--- config.mk ---
export PLATFORM = sky130hd
export DESIGN_NAME = credit_sender_flat
export DESIGN_NICKNAME = d
export VERILOG_FILES = /design/src/rtl/credit_sender_pkg.sv /design/src/rtl/credit_sender_if.sv /design/src/rtl/credit_sender_counter.sv /design/src/rtl/credit_sender.sv /design/src/flat_wrapper.sv
export SDC_FILE = /design/constraint.sdc
export NUM_CORES = 1
export LEC_CHECK = 0
export ABC_AREA = 1
export CAP_MARGIN = 5
export CELL_PAD_IN_SITES_DETAIL_PLACEMENT = 1
export CELL_PAD_IN_SITES_GLOBAL_PLACEMENT = 1
export CORE_MARGIN = 5
export CORE_UTILIZATION = 31
export CTS_BUF_LIST = sky130_fd_sc_hd__clkbuf_4
export CTS_CLUSTER_DIAMETER = 80
export DETAILED_ROUTE_END_ITERATION = 10
export HOLD_SLACK_MARGIN = 0.1
export PLACE_DENSITY = 0.92
export REMOVE_ABC_BUFFERS = 1
export SLEW_MARGIN = 5
export SYNTH_ARGS = -nofsm -noshare
export SYNTH_HDL_FRONTEND = slang
export SYNTH_SLANG_ARGS = --single-unit
export TNS_END_PERCENT = 10
--- constraint.sdc ---
create_clock -name CLK -period 2.7 [get_ports CLK]
set_input_delay 0.54 -clock CLK [delete_from_list [all_inputs] [get_ports CLK]]
set_output_delay 0.54 -clock CLK [all_outputs]
set_load 0.01 [all_outputs]
--- src/rtl/credit_sender_pkg.sv ---
// Shared types and helpers for the credit-based link sender.
package credit_pkg;
  typedef enum logic [1:0] {IDLE, RUN, DRAIN} credit_state_t;

  // Wide enough to hold the full credit ceiling, including the value MAX itself.
  function automatic int calc_cnt_w(input int max_credits);
    return $clog2(max_credits + 1);
  endfunction
endpackage

--- src/rtl/credit_sender_if.sv ---
// Upstream valid/ready, downstream valid-only data and credit-return signals.
interface credit_sender_if #(
  parameter int DATA_W = 32
);
  logic              in_valid;
  logic [DATA_W-1:0] in_data;
  logic              in_ready;
  logic              out_valid;
  logic [DATA_W-1:0] out_data;
  logic              credit_ret;

  modport master (
    output in_valid, in_data, credit_ret,
    input  in_ready, out_valid, out_data
  );

  modport slave (
    input  in_valid, in_data, credit_ret,
    output in_ready, out_valid, out_data
  );
endinterface

--- src/rtl/credit_sender_counter.sv ---
// Credit counter: load to MAX, up/down on return/send, saturates and flags bad returns.
module credit_counter
  import credit_pkg::*;
#(
  parameter int CNT_W = 3,
  parameter int MAX   = 4
) (
  input  logic             clk,
  input  logic             srst,
  input  logic             load,
  input  logic             active,
  input  logic             dec,
  input  logic             inc,
  output logic [CNT_W-1:0] count_o,
  output logic             overflow_o
);
  localparam logic [CNT_W-1:0] MAX_C = CNT_W'(MAX);
  localparam logic [CNT_W-1:0] ONE_C = CNT_W'(1);

  logic [CNT_W-1:0] count_q, count_d;
  logic             ovf_q, ovf_d;

  always_comb begin
    count_d = count_q;
    ovf_d   = ovf_q;
    if (load) begin
      count_d = MAX_C;
    end else if (active) begin
      if (dec && !inc) begin
        count_d = count_q - ONE_C;
      end else if (inc && !dec) begin
        // The receiver cannot free more entries than it has.
        if (count_q == MAX_C) ovf_d = 1'b1;
        else                  count_d = count_q + ONE_C;
      end
    end
    if (inc && !active) ovf_d = 1'b1;
  end

  always_ff @(posedge clk) begin
    if (srst) begin
      count_q <= '0;
      ovf_q   <= 1'b0;
    end else begin
      count_q <= count_d;
      ovf_q   <= ovf_d;
    end
  end

  assign count_o    = count_q;
  assign overflow_o = ovf_q;
endmodule

--- src/rtl/credit_sender.sv ---
// Transmit end of the credit link: FSM, handshake and registered output word.
module credit_sender
  import credit_pkg::*;
#(
  parameter int  DATA_W      = 32,
  parameter int  MAX_CREDITS = 4,
  localparam int CNT_W       = calc_cnt_w(MAX_CREDITS)
) (
  input  logic             CLK,
  input  logic             RST,
  input  logic             start,
  input  logic             flush,
  credit_sender_if.slave   bus,
  output logic [CNT_W-1:0] credits,
  output logic             drained,
  output logic             overflow_err
);
  localparam logic [CNT_W-1:0] MAX_C = CNT_W'(MAX_CREDITS);

  credit_state_t     state_q;
  logic              out_valid_q;
  logic [DATA_W-1:0] out_data_q;
  logic              drained_q;
  logic              send;
  logic              load;
  logic              active;

  // Ready depends only on registered state, never on in_valid.
  assign bus.in_ready = (state_q == RUN) && (credits != '0);
  assign send         = bus.in_valid && bus.in_ready;
  assign load         = (state_q == IDLE) && start;
  assign active       = (state_q != IDLE);

  credit_counter #(
    .CNT_W (CNT_W),
    .MAX   (MAX_CREDITS)
  ) u_counter (
    .clk        (CLK),
    .srst       (RST),
    .load       (load),
    .active     (active),
    .dec        (send),
    .inc        (bus.credit_ret),
    .count_o    (credits),
    .overflow_o (overflow_err)
  );

  always_ff @(posedge CLK) begin
    if (RST) begin
      state_q     <= IDLE;
      out_valid_q <= 1'b0;
      out_data_q  <= '0;
      drained_q   <= 1'b0;
    end else begin
      out_valid_q <= send;
      if (send) out_data_q <= bus.in_data;
      drained_q <= 1'b0;
      case (state_q)
        IDLE:    if (start) state_q <= RUN;
        RUN:     if (flush) state_q <= DRAIN;
        DRAIN: begin
          if (credits == MAX_C) begin
            state_q   <= IDLE;
            drained_q <= 1'b1;
          end
        end
        default: state_q <= IDLE;
      endcase
    end
  end

  assign bus.out_valid = out_valid_q;
  assign bus.out_data  = out_data_q;
  assign drained       = drained_q;
endmodule

--- src/flat_wrapper.sv ---
// flat-port wrapper written by rule: the top's interface ports become plain ports
module credit_sender_flat import credit_pkg::*;
#(
  parameter int  DATA_W      = 32,
  parameter int  MAX_CREDITS = 4,
  localparam int CNT_W       = calc_cnt_w(MAX_CREDITS)
)
  (CLK, RST, start, flush, credits, drained, overflow_err, bus_in_valid, bus_in_data, bus_credit_ret, bus_in_ready, bus_out_valid, bus_out_data);
  credit_sender_if #(.DATA_W(DATA_W)) bus_i ();
  input  logic CLK;
  input  logic RST;
  input  logic start;
  input  logic flush;
  output logic [CNT_W-1:0] credits;
  output logic drained;
  output logic overflow_err;
  input wire logic [$bits(bus_i.in_valid)-1:0] bus_in_valid;
  input wire logic [$bits(bus_i.in_data)-1:0] bus_in_data;
  input wire logic [$bits(bus_i.credit_ret)-1:0] bus_credit_ret;
  output wire logic [$bits(bus_i.in_ready)-1:0] bus_in_ready;
  output wire logic [$bits(bus_i.out_valid)-1:0] bus_out_valid;
  output wire logic [$bits(bus_i.out_data)-1:0] bus_out_data;
  assign bus_i.in_valid = bus_in_valid;
  assign bus_i.in_data = bus_in_data;
  assign bus_i.credit_ret = bus_credit_ret;
  assign bus_in_ready = bus_i.in_ready;
  assign bus_out_valid = bus_i.out_valid;
  assign bus_out_data = bus_i.out_data;
  credit_sender #(.DATA_W(DATA_W), .MAX_CREDITS(MAX_CREDITS)) u_core (.CLK(CLK), .RST(RST), .start(start), .flush(flush), .bus(bus_i), .credits(credits), .drained(drained), .overflow_err(overflow_err));
endmodule
-- Yosys cells after proc, flatten, opt, wreduce, memory -nomap -nowiden
Cells that the tools add are included.
- bits in registers: 40
- latch bits: 0
- bits in writable memories: 0
- memory bits (read-only): 0
- input port bits: 38
- output and inout bits: 39
- word-level logic and storage cells: 60
- memories kept: 0
- add/subtract/negate cells: 2
- $mul: 0
- divide/modulo/power cells: 0
- $lt $le $gt $ge: 0
- equal/unequal tests: 10
- shifts and indexed selects: 0
- muxes and demuxes: 16
- bitwise logic cells: 1
- reductions and logical operators: 24
- operators with widths (operator ; count):
    $mux 3 ; 5
    $reduce_bool 2->1 ; 6
    $reduce_and 3->1 ; 3
    $ne 2x2->1 const B ; 4
    $mux 1 ; 7
    $logic_and 1x1->1 ; 6
    $mux 2 ; 3
    $pmux 2 s3 ; 1
    $reduce_bool 3->1 ; 2
    $reduce_and 5->1 ; 1
    $ne 2x1->1 const B ; 2
    $reduce_or 2->1 ; 2
    $add 3x1->3 const B ; 1
    $eq 3x3->1 const B ; 1
    $logic_not 1->1 ; 3
    $ne 3x2->1 const B ; 1
    $sub 3x1->3 const B ; 1
    $eq 2x1->1 const B ; 1
    $eq 2x2->1 const B ; 1
    $logic_not 2->1 ; 1
    $not 1->1 ; 1

-- Depth between registers and ports, before layout
Gate-level depths: netlist of run 1.
- word-level depth: 10
- mapped depth: 18
- gate-level depth less buffers: 17

-- Cells and area by module
From an unflattened synthesis of run 1, not the netlist that was laid out.
- cell total of the unflattened synthesis: 350
- area total of the unflattened synthesis: 2173.3 µm²
- by module, submodules not included (module ; instances ; cells each ; area each (µm²) ; seq. area each (µm²)):
    credit_sender ; 1 ; 300 ; 1850.5 ; 720.7
    credit_counter ; 1 ; 50 ; 322.8 ; 80.1

-- Worst setup path before layout of run 1
Ideal clock, no wire load.
- kind: register -> register
- start point: reg u_core.u_counter.count_q[2] (netlist: u_core.u_counter.count_o[2])
- end point: reg u_core.u_counter.count_q[2] (netlist: u_core.u_counter.count_o[2])
- arrival: 2.024 ns
- slack: 0.567 ns
- cell stages (with the launch flop): 17
- cells stage by stage: dfxtp_1 -> inv_1 -> nand2_1 -> nand2_2 -> inv_4 -> nand2_8 -> clkinv_4 -> buf_12 -> ha_1 -> inv_1 -> fa_1 -> nand2_1 -> nand3_1 -> o21ai_0 -> nand3_1 -> nand2_1 -> inv_1
- longest elaborated chain between the ends: 7
- RTL lines (what ; line ; source):
    start, declared ; credit_sender_counter.sv:20 ; logic [CNT_W-1:0] count_q, count_d;
    start signal, assigned ; credit_sender_counter.sv:45 ; count_q <= count_d;
    $reduce_bool 3->1 * ; credit_sender.sv:29 ; assign bus.in_ready = (state_q == RUN) && (credits != '0);
    $logic_and 1x1->1 * ; credit_sender.sv:29 ;
    named net bus_in_ready ; flat_wrapper.sv:20 ; output wire logic [$bits(bus_i.in_ready)-1:0] bus_in_ready;
    $logic_and 1x1->1 * ; credit_sender.sv:30 ; assign send = bus.in_valid && bus.in_ready;
    named net u_core.send ; credit_sender.sv:24 ; logic send;
    $logic_not 1->1 / $logic_and 1x1->1 (equally long branches) ; credit_sender_counter.sv:31, credit_sender_counter.sv:29 ;
    $logic_and 1x1->1 / $mux 3 (equally long branches) ; credit_sender_counter.sv:31, credit_sender_counter.sv:29 ;
    $reduce_bool 3->1 (no source line) / $mux 3 (equally long branches) ; -- ;
    $reduce_and 3->1 (no source line) / $mux 3 (equally long branches) ; -- ;
The timed path passes the listed nets; every way through them passes the cells marked *. The select of a mux whose other input is x is not followed.
A chain may end at the register's enable or synchronous reset.

-- Worst setup path after layout of run 1
- start point: in bus_in_valid
- end point: reg u_core.u_counter.count_q[2] (netlist: u_core.u_counter.count_o[2])
- longest elaborated chain between the ends: 5
- RTL lines (what ; line ; source):
    start, declared ; flat_wrapper.sv:17 ; input wire logic [$bits(bus_i.in_valid)-1:0] bus_in_valid;
    $logic_and 1x1->1 * ; credit_sender.sv:30 ;
    $logic_not 1->1 / $logic_and 1x1->1 (equally long branches) ; credit_sender_counter.sv:31, credit_sender_counter.sv:29 ;
    $logic_and 1x1->1 / $mux 3 (equally long branches) ; credit_sender_counter.sv:31, credit_sender_counter.sv:29 ;
    $reduce_bool 3->1 (no source line) / $mux 3 (equally long branches) ; -- ;
    $reduce_and 3->1 (no source line) / $mux 3 (equally long branches) ; -- ;
Mark *: on every way between the ends. The rest lies on a longest branch, timed or not. The select of a mux whose other input is x is not followed.

==> impl_metrics.yaml, run 1 <==
run_status:
  outcome: "finished clean"
drt:
  routed_wl_um: 4601
  dr.first_iter.drc_count: 24
  via_count: 1542
  drc: 0
  via_per_inst: 4.406
  drt-pass1-iter-count: 4
  wl_per_cell_um: 13.15
  ant_nets: 0
critical_path:
  critPathArrivalTime_ns: 2.42
  r2r_start: "u_core.u_counter.count_o[2]"
  worst_setup_path_end_kind: "register"
  required_ns: 2.95
  path_max_fanout: 4
  cp-startpoint: "bus_in_valid"
  worstSetupPathType: "in2reg"
  cp-start-kind: "input port"
floorplanning:
  initial_core_util_pct: 32.27
  die-height_um: 85.95
  rows: 27
  fp.dieW_um: 85.95
  dieArea_um2: 7387
  io_pins: 77
  coreArea_um2: 5540
clock_tree:
  cts_setup_buffers: 0
  path_clk_slew_ns: 0.12
  numClockSinks: 40
  post_cts_resized: 0
  clk_root_buffer_cell: "clkbuf_4"
  clock_latency_ns: 0.34
  htree_levels: 2
  cts_tree: "built"
  cts_hold_buffers: 0
  cts_inserted_buffers: 5
  clockBufferDepth: 2
synthesis:
  synth_area_um2: 1788
  yosysWarnings: 0
  synth_top_area_share_pct: 44.79
  yosysUniqueCellTypes: 26
  ys_seq_elements: 40
  yosysTopAreaCell: "dfxtp_1"
  synth.area.top_cells: "dfxtp_1 (45%), a21oi_2 (14%), nand2_2 (10%)"
  seq_area_frac_synth_pct: 44.79
  syn_area_per_cell_um2: 8.851
  syn-instance-count: 202
layout:
  diodes: 0
  fin_nets: 319
  syn2layout_area_growth_pct: 45.77
  final_common_cell: "clkdlybuf4s50_1"
  final_cell_mix: "clkdlybuf4s50_1 (75), nand2_1 (47), dfxtp_1 (40)"
  fin_area_um2: 2606
  drive_above_1_share_pct: 27.34
sta:
  fmax_mhz: 460.9
  hold_viol: 0
  period_share_pct: 80.35
  tightest_slew_ns: 0.6455
  maxSlewHeadroom_pct: 56.97
  setup_viol: 0
  fin_hold_ws_ns: 0.4720
  period_minus_slack_ns: 2.170
  rsz0062_at_grt: "no"
  tns_ns: 0
  drv_slew: 0
  finalClockSkew_ns: 0.003877
pwr:
  irDropWorstVdd_mv: 0.1452
  clock_power_share_pct: 26.8
  leakagePower_nw: 0.9008
  sw_frac_of_total_pct: 26.42
  switching_power_mw: 0.2916
  p_seq_share_pct: 56.0
  total_power_mw: 1.104
  intPower_mw: 0.8122
  power_density_nw_per_um2: 423.5
  power_frac_comb_pct: 17.2
grt:
  grtUsageTotal_pct: 12.68
  antenna_found_initial: 0
  overflow: 0
  grt_max_degree: 35
  grt_pass1_vias: 1653
  grt_pass1_wl_um: 7521
placement:
  portBuffers: 76
  place_area_um2: 2556
  gp_congestion: 0.7295
  post-dp-hpwl_um: 3429
hold_path:
  hold_class: "reg2reg"
  hp-start: "u_core.bus.out_data[19]"
flow_run:
  maxCapViolCount: 0
[power groups by stage]
stage                     logic, mW  registers, mW  clock network (mW)
after floorplan              0.0635          0.637                   0
after global placement        0.188          0.631                   0
after detailed placement      0.192          0.632                   0
after CTS                     0.193          0.619               0.311
after global routing          0.206          0.621               0.333
final                         0.189          0.619               0.296
[critical path, stage by stage]
cell	delay [ns]
clkdlybuf4s50_1	0.57
nand2_8	0.07
clkinv_4	0.04
ha_1	0.16
inv_1	0.09
fa_1	0.40
nand2_1	0.08
nand3_1	0.10
o21ai_0	0.18
nand3_1	0.08
nand2_1	0.06
inv_1	0.04
[final timing paths]
path | cells after the start | to | slack, ns
min reg2reg | 2 | u_core.bus.out_data[19] | 0.47
max | 12 | u_core.u_counter.count_o[2] | 0.53
max reg2reg | 15 | u_core.u_counter.count_o[2] | 0.58
min | 2 | u_core.bus.out_data[19] | 0.47
[cell usage after synthesis]
cell type and count:
a21boi_0 1, a21oi_1 7, a21oi_2 29, buf_1 1, buf_12 3, buf_2 2
buf_4 3, clkbuf_1 1, clkinv_4 1, dfxtp_1 40, fa_1 1, ha_1 2
inv_1 14, inv_2 1, inv_4 1, nand2_1 47, nand2_2 30, nand2_8 1
nand3_1 5, nand4_1 1, nor2_1 5, nor2_2 1, nor2_4 1, nor4_1 1
o21ai_0 2, o22ai_1 1
[kinds of logic (layout without fill, tap and decap cells)]
logic type	after synthesis	count (layout)	share of synthesized area, %
buffers and inverters	27	103	9.587
AOI/OAI and AO/OA	40	40	17.49
adders and majority gates	3	3	2.519
and+or+nand+nor	92	92	25.61
DFF	40	40	44.79
[sequential cells by signal, indices dropped and copies added, names as in the netlist]
register                     cells
u_core.state_q                   2
u_core.drained                   1
u_core.u_counter.count_o         3
u_core.bus.out_data             32
u_core.bus.out_valid             1
u_core.u_counter.overflow_o      1
[layout make-up]
cell class	instances	area, um^2
Tap cell	72	90.09
Clock inverter	1	5.005
Sequential cell	40	800.8
Multi-Input combinational cell	135	815.8
Fill cell	672	2934
Clock buffer	6	45.04
Inverter	17	71.32
Timing Repair Buffer	79	778.2
[per-layer routing]
metal / vias to the layer above / track usage [%] / share of wire, %
met5: - / 0 / 0
li1: 783 / - / -
met2: 42 / 23.27 / 51
met4: 0 / 3.453 / 1.0
met3: 7 / 4.227 / 6.8
met1: 710 / 13.79 / 42
[through the flow]
step	setup slack [ns]	std cells	util, %
floorplan	0.4040	192	-
global placement	0.2663	343	46.14
detailed placement	0.1836	343	46.14
CTS	0.5285	350	47.04
global route	0.3664	350	47.04
finish	0.5305	350	47.04
Note: power is estimated with default switching activity, not from simulation.
==> run 2: changes to the inputs <==
==> constraint.sdc (replaced) <==
create_clock -name CLK -period 2.26 [get_ports CLK]
set_input_delay 0.452 -clock CLK [delete_from_list [all_inputs] [get_ports CLK]]
set_output_delay 0.452 -clock CLK [all_outputs]
set_load 0.01 [all_outputs]
==> run 2 against run 1 <==
Compared with the run above: sequential power up 19%; core utilization is 0.38 points higher; first-iteration DRC count rose by 75%; combinational power is 22% higher; sequential share of layout area down 0.20 points; via count is 2.3% higher; global-route usage up 0.17 points; worst setup slack worse by 0.30 ns; register-to-register slack worse by 0.34 ns; non-clock buffer count grew 1; design area rose by 0.82%; critical path depth did not move; critical path type unchanged.
==> impl_metrics.yaml, run 2 (synthesis gave the netlist of run 1 again) <==
sta:
  drv_slew: 0
  fin_hold_ws_ns: 0.4570
  maxSlewHeadroom_pct: 66.53
  fmax_mhz: 492.4
  hold_viol: 0
  period_minus_slack_ns: 2.031
  rsz0062_at_grt: "no"
  tightest_slew_ns: 0.5020
  period_share_pct: 89.86
  setup_viol: 0
  finalClockSkew_ns: 0.004092
clock_tree:
  clk_root_buffer_cell: "clkbuf_4"
  numClockSinks: 40
  htree_levels: 2
  path_clk_slew_ns: 0.11
  cts_tree: "built"
  cts_setup_buffers: 0
  clockBufferDepth: 2
  cts_hold_buffers: 0
  clock_latency_ns: 0.33
  cts_inserted_buffers: 5
placement:
  portBuffers: 76
  dp_cells: 344
  post-dp-hpwl_um: 3539
  gp_congestion: 0.7438
hold_path:
  hold_class: "reg2reg"
pwr:
  leakagePower_nw: 0.9098
  total_power_mw: 1.315
  irDropWorstVdd_mv: 0.1975
  power_density_nw_per_um2: 500.5
grt:
  grt_pass1_vias: 1668
  grtUsageTotal_pct: 12.85
  overflow: 0
  antenna_found_initial: 0
  grt_max_degree: 35
  grt_pass1_wl_um: 7652
drt:
  via_count: 1577
  via_per_inst: 4.493
  wl_per_cell_um: 13.35
  drt-pass1-iter-count: 3
  ant_nets: 0
  dr.first_iter.drc_count: 42
  routed_wl_um: 4686
  drc: 0
layout:
  fillerInstances: 667
  syn2layout_area_growth_pct: 46.96
  diodes: 0
  drive_above_1_share_pct: 27.96
  fin_nets: 320
  final_cells: 351
  final_common_cell: "clkdlybuf4s50_1"
  final_cell_mix: "clkdlybuf4s50_1 (75), nand2_1 (47), dfxtp_1 (39)"
  largest_reg_flops: 32
floorplanning:
  coreArea_um2: 5540
  rows: 27
  die-height_um: 85.95
  dieArea_um2: 7387
  io_pins: 77
  initial_core_util_pct: 32.27
  fp.dieW_um: 85.95
run_status:
  outcome: "finished clean"
critical_path:
  path_max_fanout: 2
  cp-start-kind: "input port"
  worstSetupPathType: "in2reg"
  required_ns: 2.50
  worst_setup_path_end_kind: "register"
  critPathArrivalTime_ns: 2.27
flow_run:
  maxCapViolCount: 0
run 2: cell count changes in the layout (fill, tap and decap cells not counted), sizes merged:
cell	change
buf	+1
run 2: path summary, 6_finish.rpt:
path | slack, ns | endpoint | from | depth (start not counted)
setup / recovery | 0.23 | u_core.u_counter.count_o[2] | bus_in_valid | 12
hold / removal | 0.46 | u_core.drained | u_core.state_q[0] | 1
setup reg to reg | 0.24 | u_core.u_counter.count_o[2] | u_core.u_counter.count_o[0] | 15
hold reg to reg | 0.46 | u_core.drained | u_core.state_q[0] | 1
run 2: where the power goes:
group	switching (mW)	internal, mW
clock	0.219	0.127
sequential	0.0136	0.725
combinational	0.109	0.121
total	0.342	0.974
run 2: per-layer routing:
layer | share of wire [%] | up-vias | track usage [%]
met4 | 1.2 | 0 | 3.885
met1 | 42 | 743 | 14.34
li1 | - | 786 | -
met2 | 51 | 42 | 23.20
met5 | 0 | - | 0
met3 | 6.2 | 6 | 3.939
run 2: area by class of cell:
type	instances	area, um^2	share of cell area (%)
inverters	17	71.32	2.714
clock buffers	6	45.04	1.714
repair buffers	80	798.3	30.38
flip-flops and latches	40	802.0	30.52
clock inverters	1	5.005	0.1905
well taps	72	90.09	3.429
multi-input cells	135	815.8	31.05
run 2: timing repair:
item / in CTS / in global routing
setup endpoints to repair: 0 / 1
hold endpoints to repair: 0 / 0
gates resized for setup: 0 / 1
run 2: critical path: stages:
cell and delay [ns]:
clkdlybuf4s50_1 0.57, nand2_8 0.07, clkinv_4 0.04, ha_1 0.16, inv_1 0.07, fa_1 0.38
nand2_1 0.08, nand3_1 0.09, o21ai_0 0.18, nand3_1 0.09, nand2_1 0.06, inv_1 0.03
run 2: metrics by stage:
| stage | cell area, um^2 | setup TNS, ns | worst slack (ns) | util [%] |
|---|---|---|---|---|
| after floorplan | 1688 | -0.03602 | -0.03602 | - |
| after global placement | 2576 | -0.05639 | -0.05639 | 46.50 |
| final | 2628 | 0 | 0.2292 | 47.43 |
| after CTS | 2626 | 0 | 0.1401 | 47.40 |
| after global routing | 2628 | 0 | 0.01996 | 47.43 |
| after detailed placement | 2576 | -0.1046 | -0.1046 | 46.50 |
==> run 3: changes to the inputs <==
--- a/config.mk
+++ b/config.mk
@@ -6,6 +6,7 @@
 export NUM_CORES = 1
 export LEC_CHECK = 0
 export ABC_AREA = 1
+export ABC_CLOCK_PERIOD_IN_PS = 2260
 export CAP_MARGIN = 5
 export CELL_PAD_IN_SITES_DETAIL_PLACEMENT = 1
 export CELL_PAD_IN_SITES_GLOBAL_PLACEMENT = 1
==> results of run 3 <==
Final layout, timing and power as in run 2 (identical DEF).
